**src/rtl/pdm_pkg.sv**
```systemverilog
// pdm_pkg: constants and helpers shared by the PDM transmitter, the PDM
// receiver and its CIC filter.
package pdm_pkg;

  localparam int PCM_W_DEF = 16;
  localparam int ACC_W     = PCM_W_DEF + 4;
  localparam int DIV_MIN   = 2;
  localparam logic signed [31:0] FS = 32'sd1 <<< (PCM_W_DEF - 1);

  // Symmetric clamp to +/-(2^(acc_w-1)-1) so an accumulator never wraps.
  function automatic logic signed [31:0] sat(input logic signed [31:0] v,
                                             input int acc_w);
    logic signed [31:0] lim;
    lim = (32'sd1 <<< (acc_w - 1)) - 32'sd1;
    if (v > lim) return lim;
    if (v < -lim) return -lim;
    return v;
  endfunction

endpackage

```
**src/rtl/pdm_tx_sd2_if.sv**
```systemverilog
// pdm_tx_sd2_if: valid/ready PCM sample stream into the PDM transmitter.
interface pdm_tx_sd2_if
  import pdm_pkg::*;
#(
  parameter int PCM_W = PCM_W_DEF
);
  logic [PCM_W-1:0] pcm_data;
  logic             pcm_valid;
  logic             pcm_ready;

  modport master (output pcm_data, output pcm_valid, input pcm_ready);
  modport slave  (input pcm_data, input pcm_valid, output pcm_ready);
endinterface

```
**src/rtl/pdm_sample_fifo.sv**
```systemverilog
// pdm_sample_fifo: small synchronous FIFO. The caller gates push with !full
// and pop with !empty; the head is read combinationally.
module pdm_sample_fifo #(
  parameter int DEPTH = 4,
  parameter int WIDTH = 16
) (
  input  logic                     clk,
  input  logic                     rst,
  input  logic                     push,
  input  logic [WIDTH-1:0]         push_data,
  input  logic                     pop,
  output logic [WIDTH-1:0]         pop_data,
  output logic [$clog2(DEPTH):0]   level,
  output logic                     full,
  output logic                     empty
);
  localparam int AW = $clog2(DEPTH);
  localparam int LW = AW + 1;

  logic [WIDTH-1:0] mem [DEPTH];
  logic [AW-1:0]    wr_ptr;
  logic [AW-1:0]    rd_ptr;

  assign pop_data = mem[rd_ptr];
  assign full     = (level == LW'(DEPTH));
  assign empty    = (level == '0);

  // Sample storage; contents need no reset since level gates every read.
  always_ff @(posedge clk) begin
    if (push) mem[wr_ptr] <= push_data;
  end

  // Pointers and occupancy; a simultaneous push and pop keep the level.
  always_ff @(posedge clk) begin
    if (rst) begin
      wr_ptr <= '0;
      rd_ptr <= '0;
      level  <= '0;
    end else begin
      if (push) wr_ptr <= wr_ptr + AW'(1);
      if (pop)  rd_ptr <= rd_ptr + AW'(1);
      case ({push, pop})
        2'b10:   level <= level + LW'(1);
        2'b01:   level <= level - LW'(1);
        default: level <= level;
      endcase
    end
  end
endmodule

```
**src/rtl/pdm_tx_sd2.sv**
```systemverilog
// pdm_tx_sd2: PCM-to-PDM transmitter. Buffers PCM samples, divides clk down
// to the PDM bit clock and runs a 2nd-order 1-bit sigma-delta modulator that
// updates pdm_dat on the pdm_clk falling edge.
module pdm_tx_sd2
  import pdm_pkg::*;
#(
  parameter int PCM_W      = PCM_W_DEF,
  parameter int DIV_W      = 8,
  parameter int FIFO_DEPTH = 4
) (
  input  logic                            clk,
  input  logic                            rst,
  input  logic                            en,
  input  logic [DIV_W-1:0]                clk_div,
  input  logic [7:0]                      osr,
  pdm_tx_sd2_if.slave                     pcm,
  input  logic                            underflow_clr,
  output logic                            pdm_clk,
  output logic                            pdm_dat,
  output logic [$clog2(FIFO_DEPTH):0]     fifo_level,
  output logic                            underflow,
  output logic                            irq
);
  localparam int ACC_BITS = PCM_W + 4;
  localparam int LVL_W    = $clog2(FIFO_DEPTH) + 1;
  localparam logic signed [31:0] FS_V = 32'sd1 <<< (PCM_W - 1);

  logic [DIV_W-1:0]           phase, p_cur, p_eff, p_use, half;
  logic                       wrap, strobe, fetch, pop, push;
  logic [7:0]                 bit_cnt, osr_cur, osr_use;
  logic signed [PCM_W-1:0]    cur_sample, x_sel;
  logic signed [ACC_BITS-1:0] i1, i2, i1_n, i2_n;
  logic signed [31:0]         x_ext, fb;
  logic                       y, y_n;
  logic [PCM_W-1:0]           head;
  logic                       fifo_full, fifo_empty;

  pdm_sample_fifo #(
    .DEPTH (FIFO_DEPTH),
    .WIDTH (PCM_W)
  ) u_fifo (
    .clk       (clk),
    .rst       (rst),
    .push      (push),
    .push_data (pcm.pcm_data),
    .pop       (pop),
    .pop_data  (head),
    .level     (fifo_level),
    .full      (fifo_full),
    .empty     (fifo_empty)
  );

  assign pcm.pcm_ready = !fifo_full;
  assign pdm_dat       = y;
  assign irq           = en && (fifo_level <= LVL_W'(FIFO_DEPTH / 2));

  // Divider and bit-strobe decode. P and OSR are re-sampled only at the start
  // of a period / sample so a mid-run change cannot shorten a half period.
  always_comb begin
    p_eff   = (clk_div < DIV_W'(DIV_MIN)) ? DIV_W'(DIV_MIN) : clk_div;
    p_use   = (phase == '0) ? p_eff : p_cur;
    half    = p_use >> 1;
    wrap    = (phase >= p_use - DIV_W'(1));
    strobe  = en && (phase == half - DIV_W'(1));
    osr_use = (bit_cnt == 8'd0) ? osr : osr_cur;
    fetch   = strobe && (bit_cnt == 8'd0);
    pop     = fetch && !fifo_empty;
    push    = pcm.pcm_valid && !fifo_full;
  end

  // Modulator next state: the freshly fetched sample is used on its own strobe.
  always_comb begin
    x_sel = pop ? signed'(head) : cur_sample;
    x_ext = 32'(x_sel);
    fb    = y ? FS_V : -FS_V;
    i1_n  = ACC_BITS'(sat(32'(i1) + x_ext - fb, ACC_BITS));
    i2_n  = ACC_BITS'(sat(32'(i2) + 32'(i1_n) - fb, ACC_BITS));
    y_n   = ~i2_n[ACC_BITS-1];
  end

  // PDM clock generation; pdm_clk is aligned with phase (high for phase < P/2).
  always_ff @(posedge clk) begin
    if (rst || !en) begin
      phase   <= '0;
      p_cur   <= DIV_W'(DIV_MIN);
      pdm_clk <= 1'b0;
    end else begin
      p_cur <= p_use;
      if (wrap) begin
        phase   <= '0;
        pdm_clk <= 1'b1;
      end else begin
        phase   <= phase + DIV_W'(1);
        pdm_clk <= ((phase + DIV_W'(1)) < half);
      end
    end
  end

  // Per-strobe bit counter, sample fetch and integrators.
  always_ff @(posedge clk) begin
    if (rst) begin
      bit_cnt    <= '0;
      osr_cur    <= '0;
      cur_sample <= '0;
      i1         <= '0;
      i2         <= '0;
      y          <= 1'b0;
    end else if (!en) begin
      bit_cnt <= '0;
      i1      <= '0;
      i2      <= '0;
      y       <= 1'b0;
    end else if (strobe) begin
      osr_cur <= osr_use;
      bit_cnt <= (bit_cnt == osr_use - 8'd1) ? 8'd0 : bit_cnt + 8'd1;
      if (pop) cur_sample <= signed'(head);
      i1 <= i1_n;
      i2 <= i2_n;
      y  <= y_n;
    end
  end

  // Sticky underflow; a new underflow wins over a clear in the same cycle.
  always_ff @(posedge clk) begin
    if (rst)                       underflow <= 1'b0;
    else if (fetch && fifo_empty)  underflow <= 1'b1;
    else if (underflow_clr)        underflow <= 1'b0;
  end
endmodule

```
**src/flat_wrapper.sv**
```systemverilog
// flat-port wrapper written by rule: the top's interface ports become plain ports
module pdm_tx_sd2_flat import pdm_pkg::*;
#(
  parameter int PCM_W      = PCM_W_DEF,
  parameter int DIV_W      = 8,
  parameter int FIFO_DEPTH = 4
)
  (clk, rst, en, clk_div, osr, underflow_clr, pdm_clk, pdm_dat, fifo_level, underflow, irq, pcm_pcm_data, pcm_pcm_valid, pcm_pcm_ready);
  pdm_tx_sd2_if #(.PCM_W(PCM_W)) pcm_i ();
  input  logic clk;
  input  logic rst;
  input  logic en;
  input  logic [DIV_W-1:0] clk_div;
  input  logic [7:0] osr;
  input  logic underflow_clr;
  output logic pdm_clk;
  output logic pdm_dat;
  output logic [$clog2(FIFO_DEPTH):0] fifo_level;
  output logic underflow;
  output logic irq;
  input wire logic [$bits(pcm_i.pcm_data)-1:0] pcm_pcm_data;
  input wire logic [$bits(pcm_i.pcm_valid)-1:0] pcm_pcm_valid;
  output wire logic [$bits(pcm_i.pcm_ready)-1:0] pcm_pcm_ready;
  assign pcm_i.pcm_data = pcm_pcm_data;
  assign pcm_i.pcm_valid = pcm_pcm_valid;
  assign pcm_pcm_ready = pcm_i.pcm_ready;
  pdm_tx_sd2 #(.PCM_W(PCM_W), .DIV_W(DIV_W), .FIFO_DEPTH(FIFO_DEPTH)) u_core (.clk(clk), .rst(rst), .en(en), .clk_div(clk_div), .osr(osr), .pcm(pcm_i), .underflow_clr(underflow_clr), .pdm_clk(pdm_clk), .pdm_dat(pdm_dat), .fifo_level(fifo_level), .underflow(underflow), .irq(irq));
endmodule
```
**config.mk**
```make
export PLATFORM = sky130hd
export DESIGN_NAME = pdm_tx_sd2_flat
export DESIGN_NICKNAME = d
export VERILOG_FILES = /design/src/rtl/pdm_pkg.sv /design/src/rtl/pdm_tx_sd2_if.sv /design/src/rtl/pdm_sample_fifo.sv /design/src/rtl/pdm_tx_sd2.sv /design/src/flat_wrapper.sv
export SDC_FILE = /design/constraint.sdc
export NUM_CORES = 1
export LEC_CHECK = 0
export ABC_AREA = 1
export BUFFER_PORTS_ARGS = -buffer_cell sky130_fd_sc_hd__buf_2
export CORE_MARGIN = 2
export CORE_UTILIZATION = 40
export DETAILED_ROUTE_END_ITERATION = 8
export PLACE_DENSITY = 0.53
export SYNTH_ARGS = -nofsm -noshare
export SYNTH_HDL_FRONTEND = slang
export SYNTH_SLANG_ARGS = --single-unit
```
**constraint.sdc**
```tcl
create_clock -name clk -period 16.97 [get_ports clk]
set_input_delay 2.5455 -clock clk [delete_from_list [all_inputs] [get_ports clk]]
set_output_delay 2.5455 -clock clk [all_outputs]
set_load 0.02 [all_outputs]
```
==> results.rst <==
.. list-table::
   :header-rows: 1

   * - Metric
     - Value
   * - Result of the run
     - finished, violations left
   * - Violations in the final reports
     - design-rule violations
   * - Area Growth Syn to Fin
     - 10.5%
   * - Detailed-route wire length per cell
     - 13.8 um
   * - Initial antenna violation count
     - 0
   * - Maximum number of pins on one net before global-route repair
     - 38
   * - Power per standard cell area
     - 97.6 nW/um2
   * - Synthesized area per cell
     - 7.56 um2
   * - Unrepaired setup endpoints after global routing
     - no
   * - Final hold slack
     - 456 ps
   * - Most used cell along the critical path
     - sky130_fd_sc_hd__nand2_1
   * - Number of resized instances in the post-cts repair step
     - 0
   * - Floorplan row count
     - 59
   * - Setup slack of the worst register-to-register path
     - 6540 ps
   * - Number of hold buffers added after cts
     - 0
   * - Gr busiest metal
     - met2
   * - Part of the power in registers
     - 36.7%
   * - Vertical extent of the die
     - 167 um
   * - Clock tree root buffer cell
     - sky130_fd_sc_hd__clkbuf_16
   * - Area of all placed cells without fillers
     - 11800 um2
   * - Worst slack at placement
     - 4810 ps
   * - Clock tree from TritonCTS
     - built
   * - Internal Dissipation
     - 0.000743 W
   * - Total via count in the routed design
     - 8916
   * - Post-CTS setup buffer count
     - 0
   * - Final critical-path required period
     - 11680 ps
   * - Routing usage on met3
     - 2.79%
   * - Clock group share of total power
     - 33.4%
   * - Fraction of met2 tracks used by global routing
     - 29.7%
   * - # Max-Cap Violations
     - 0
   * - Wire length of the first global-routing pass
     - 41.7 mm
   * - Area enclosed by the die boundary
     - 28000 um2
   * - Headroom to the max-slew limit
     - 43.8%
   * - Antenna-violating nets left
     - 0
   * - Fraction of the cycle the final worst path needs
     - 68.9%
   * - Sinks on the clock net
     - 164
   * - Routed vias/inst
     - 4.96
   * - Power share of the combinational group
     - 29.9%
   * - GP Congestion
     - 0.869
   * - Synth warnings
     - 0
   * - Final number of max-transition violations
     - 0
   * - Count of TritonRoute iterations in the first routing pass
     - 7
   * - Sw frac
     - 35.5%
   * - Largest fanout on the critical path
     - 35
   * - Maximum root-to-sink buffer count
     - 2
   * - Count of different cell masters after synthesis
     - 50
   * - Setup tns final
     - 0 ps
   * - Count of nets after finishing
     - 1589
   * - Final wirelength
     - 24.8 mm
   * - CP Class
     - input port to register
   * - Residual overflow from global routing
     - 0
   * - Mapped Nets
     - 1552
   * - Required time of the worst setup path
     - 17300 ps
   * - Number of DRC violations after detailed-routing iteration 0
     - 572
   * - CP peak stage delay
     - 690 ps
   * - Cell count after synthesis
     - 1411
   * - Instance area after placement
     - 11200 um2
   * - Final core utilization
     - 45.1%
   * - Core area
     - 26100 um2
   * - Horiz. Die Dim
     - 167 um
   * - Detailed placement HPWL
     - 18.3 mm
   * - Final Hold Vio Count
     - 0
   * - Count of final setup violators
     - 0
   * - Highest achievable clock rate
     - 0.0856 GHz
   * - Count of buffers from port buffering
     - 44
   * - Antenna cells
     - 0
   * - Min setup slack post-route
     - 5290 ps
   * - Total global routing track utilization
     - 18.4%
   * - Register area share after synthesis
     - 36.8%
   * - Post-Syn Area
     - 10700 um2
   * - Least-Margin Pin Slew
     - 840 ps
   * - Startpoint type of the worst setup path
     - input port
   * - Leakage power figure
     - 5.74 nW
   * - Largest vdd supply drop
     - 0.0000671 V
   * - Num CTS Buffers
     - 17
   * - Deepest level of the CTS H-tree
     - 4
   * - Critical-path top delay cell
     - sky130_fd_sc_hd__o211ai_2
   * - Ratio of cells with drive above 1 in the final layout
     - 8.21%
   * - Number of enable-type register cells in the synthesized netlist
     - 64
   * - Path type of the worst min-delay path
     - register to register
   * - Clock transition at the registers of the reported paths
     - 70 ps
   * - Total I/O pin count
     - 45
   * - Clock latency of the later-clocked register in the worst-skew pair
     - 440 ps
   * - Met1 track demand over resource in global routing
     - 25.5%
   * - Ys async rst share
     - 0%
   * - Power dissipated by switching net loads
     - 0.000409 W
   * - Remaining DRCs
     - 4
   * - Initial Utilization
     - 40.8%
   * - Final worst clock skew
     - 13.7 ps
   * - Arrival time of data at the critical path endpoint
     - 12020 ps
   * - Via count of the first global-routing pass
     - 8480
   * - Predominant post-synthesis flop cell
     - sky130_fd_sc_hd__dfxtp_1
   * - Register bit count reported by yosys
     - 164
   * - Setup crit end kind
     - register
[power groups by stage]
stage          Combinational [W]  Clock [W]  Sequential (W)
6_report                0.000344   0.000384        0.000423
2_1_floorplan           0.000269          0        0.000432
5_1_grt                 0.000396   0.000411        0.000424
3_3_place_gp            0.000348          0        0.000432
3_5_place_dp            0.000346          0        0.000432
4_1_cts                 0.000348   0.000394        0.000423
[cell families after synthesis]
family	synth area share, %
XOR/XNOR	4.26
buffers and inverters	10.5
AND/OR/NAND/NOR	20.9
adder cells (fa/ha/maj)	12.8
AO/OA/AOI/OAI	13.5
multiplexers	1.31
flip-flops	36.8
[flip-flops by register name, indices dropped and copies added, names as in the netlist, named ones only]
name	cells
u_core.u_fifo.rd_ptr	2
u_core.pdm_dat	1
u_core.cur_sample	15
u_core.i1	20
u_core.osr_cur	8
u_core.pdm_clk	1
u_core.u_fifo.level	3
u_core.phase	8
u_core.i2	20
u_core.bit_cnt	8
u_core.u_fifo.wr_ptr	2
u_core.u_fifo.mem	64
u_core.underflow	1
u_core.p_cur	8
[placed cells by master (no fill, tap or decap), types with 6 or more instances in the layout]
cell and count:
sky130_fd_sc_hd__a21oi_1 121, sky130_fd_sc_hd__buf_2 44, sky130_fd_sc_hd__buf_4 12, sky130_fd_sc_hd__clkbuf_16 17, sky130_fd_sc_hd__dfxtp_1 100, sky130_fd_sc_hd__edfxtp_1 64, sky130_fd_sc_hd__fa_1 8, sky130_fd_sc_hd__ha_1 96
sky130_fd_sc_hd__inv_1 242, sky130_fd_sc_hd__inv_2 6, sky130_fd_sc_hd__mux2i_1 14, sky130_fd_sc_hd__nand2_1 253, sky130_fd_sc_hd__nand2_2 11, sky130_fd_sc_hd__nand3_1 59, sky130_fd_sc_hd__nand4_1 13, sky130_fd_sc_hd__nor2_1 147
sky130_fd_sc_hd__nor3_1 18, sky130_fd_sc_hd__nor4_1 7, sky130_fd_sc_hd__o21ai_0 95, sky130_fd_sc_hd__o22ai_1 16, sky130_fd_sc_hd__xnor2_1 13, sky130_fd_sc_hd__xor2_1 37
[synth_stat cells, types with 3 or more instances]
master                     instances  area [um2]
sky130_fd_sc_hd__mux2i_1          14         140
sky130_fd_sc_hd__a21o_1            3        22.5
sky130_fd_sc_hd__o21ai_1           4        20.0
sky130_fd_sc_hd__nor4_1            7        43.8
sky130_fd_sc_hd__nand3b_1          4        30.0
sky130_fd_sc_hd__buf_2             5        25.0
sky130_fd_sc_hd__inv_1           242         908
sky130_fd_sc_hd__xnor2_1          13         114
sky130_fd_sc_hd__o21a_1            3        22.5
sky130_fd_sc_hd__nand2_1         253         950
sky130_fd_sc_hd__nand2_4           3        33.8
sky130_fd_sc_hd__inv_2             6        22.5
sky130_fd_sc_hd__a221oi_1          3        26.3
sky130_fd_sc_hd__nor3_1           18        90.1
sky130_fd_sc_hd__o22ai_1          16         100
sky130_fd_sc_hd__buf_6             4        45.0
sky130_fd_sc_hd__xor2_1           37         324
sky130_fd_sc_hd__nand4_1          13        81.3
sky130_fd_sc_hd__o21ai_0          95         475
sky130_fd_sc_hd__a21oi_1         121         606
sky130_fd_sc_hd__nand3_1          59         295
sky130_fd_sc_hd__buf_4             3        22.5
sky130_fd_sc_hd__o211ai_1          4        30.0
sky130_fd_sc_hd__nor2_1          148         556
sky130_fd_sc_hd__dfxtp_1         100        2000
sky130_fd_sc_hd__buf_1             5        18.8
sky130_fd_sc_hd__a211oi_1          3        22.5
sky130_fd_sc_hd__ha_1             96        1200
sky130_fd_sc_hd__clkbuf_1         21        78.8
sky130_fd_sc_hd__nand2_2          11        68.8
sky130_fd_sc_hd__fa_1              8         160
sky130_fd_sc_hd__o21bai_1          3        22.5
sky130_fd_sc_hd__edfxtp_1         64        1920
[final timing paths]
kind / start / end / cells past startpoint
worst max-delay path: clk_div[2] / u_core.i2[0]$_SDFFE_PP0N_ / 66
worst min-delay path: u_core.osr_cur[5]$_SDFFE_PP0P_ / u_core.osr_cur[5]$_SDFFE_PP0P_ / 2
worst max register to register: u_core.phase[0]$_SDFF_PP0_ / u_core.i2[0]$_SDFFE_PP0N_ / 66
worst min register to register: u_core.osr_cur[5]$_SDFFE_PP0P_ / u_core.osr_cur[5]$_SDFFE_PP0P_ / 2
[layer usage]
layer	routed length, um	up-vias
li1	-	4664
met2	11200	107
met1	12500	4123
met4	397	0
met3	615	22
met5	0	-
[cell type report]
type / instances / area [um2]
tap: 335 / 419
timing repair buffer: 56 / 310
clock inverter: 15 / 158
inverter: 249 / 935
sequential: 164 / 3920
multi-input combinational: 960 / 5630
clock buffer: 17 / 425
fill: 2683 / 14300
[critical path: cells and delay by family]
family / cells / cell delay, ps
buffers and inverters: 9 / 1030
xor gates and xnor gates: 2 / 450
adders and majority gates: 4 / 1010
and+or+nand+nor: 36 / 3650
AOI/OAI and AO/OA: 15 / 3340
[per-stage QoR]
step	power (W)	instances
2_1_floorplan	0.000701	1411
3_3_place_gp	0.000780	1764
3_5_place_dp	0.000778	1764
4_1_cts	0.00116	1796
5_1_grt	0.00123	1796
6_report	0.00115	1796
Note: power is estimated with default switching activity, not from simulation.
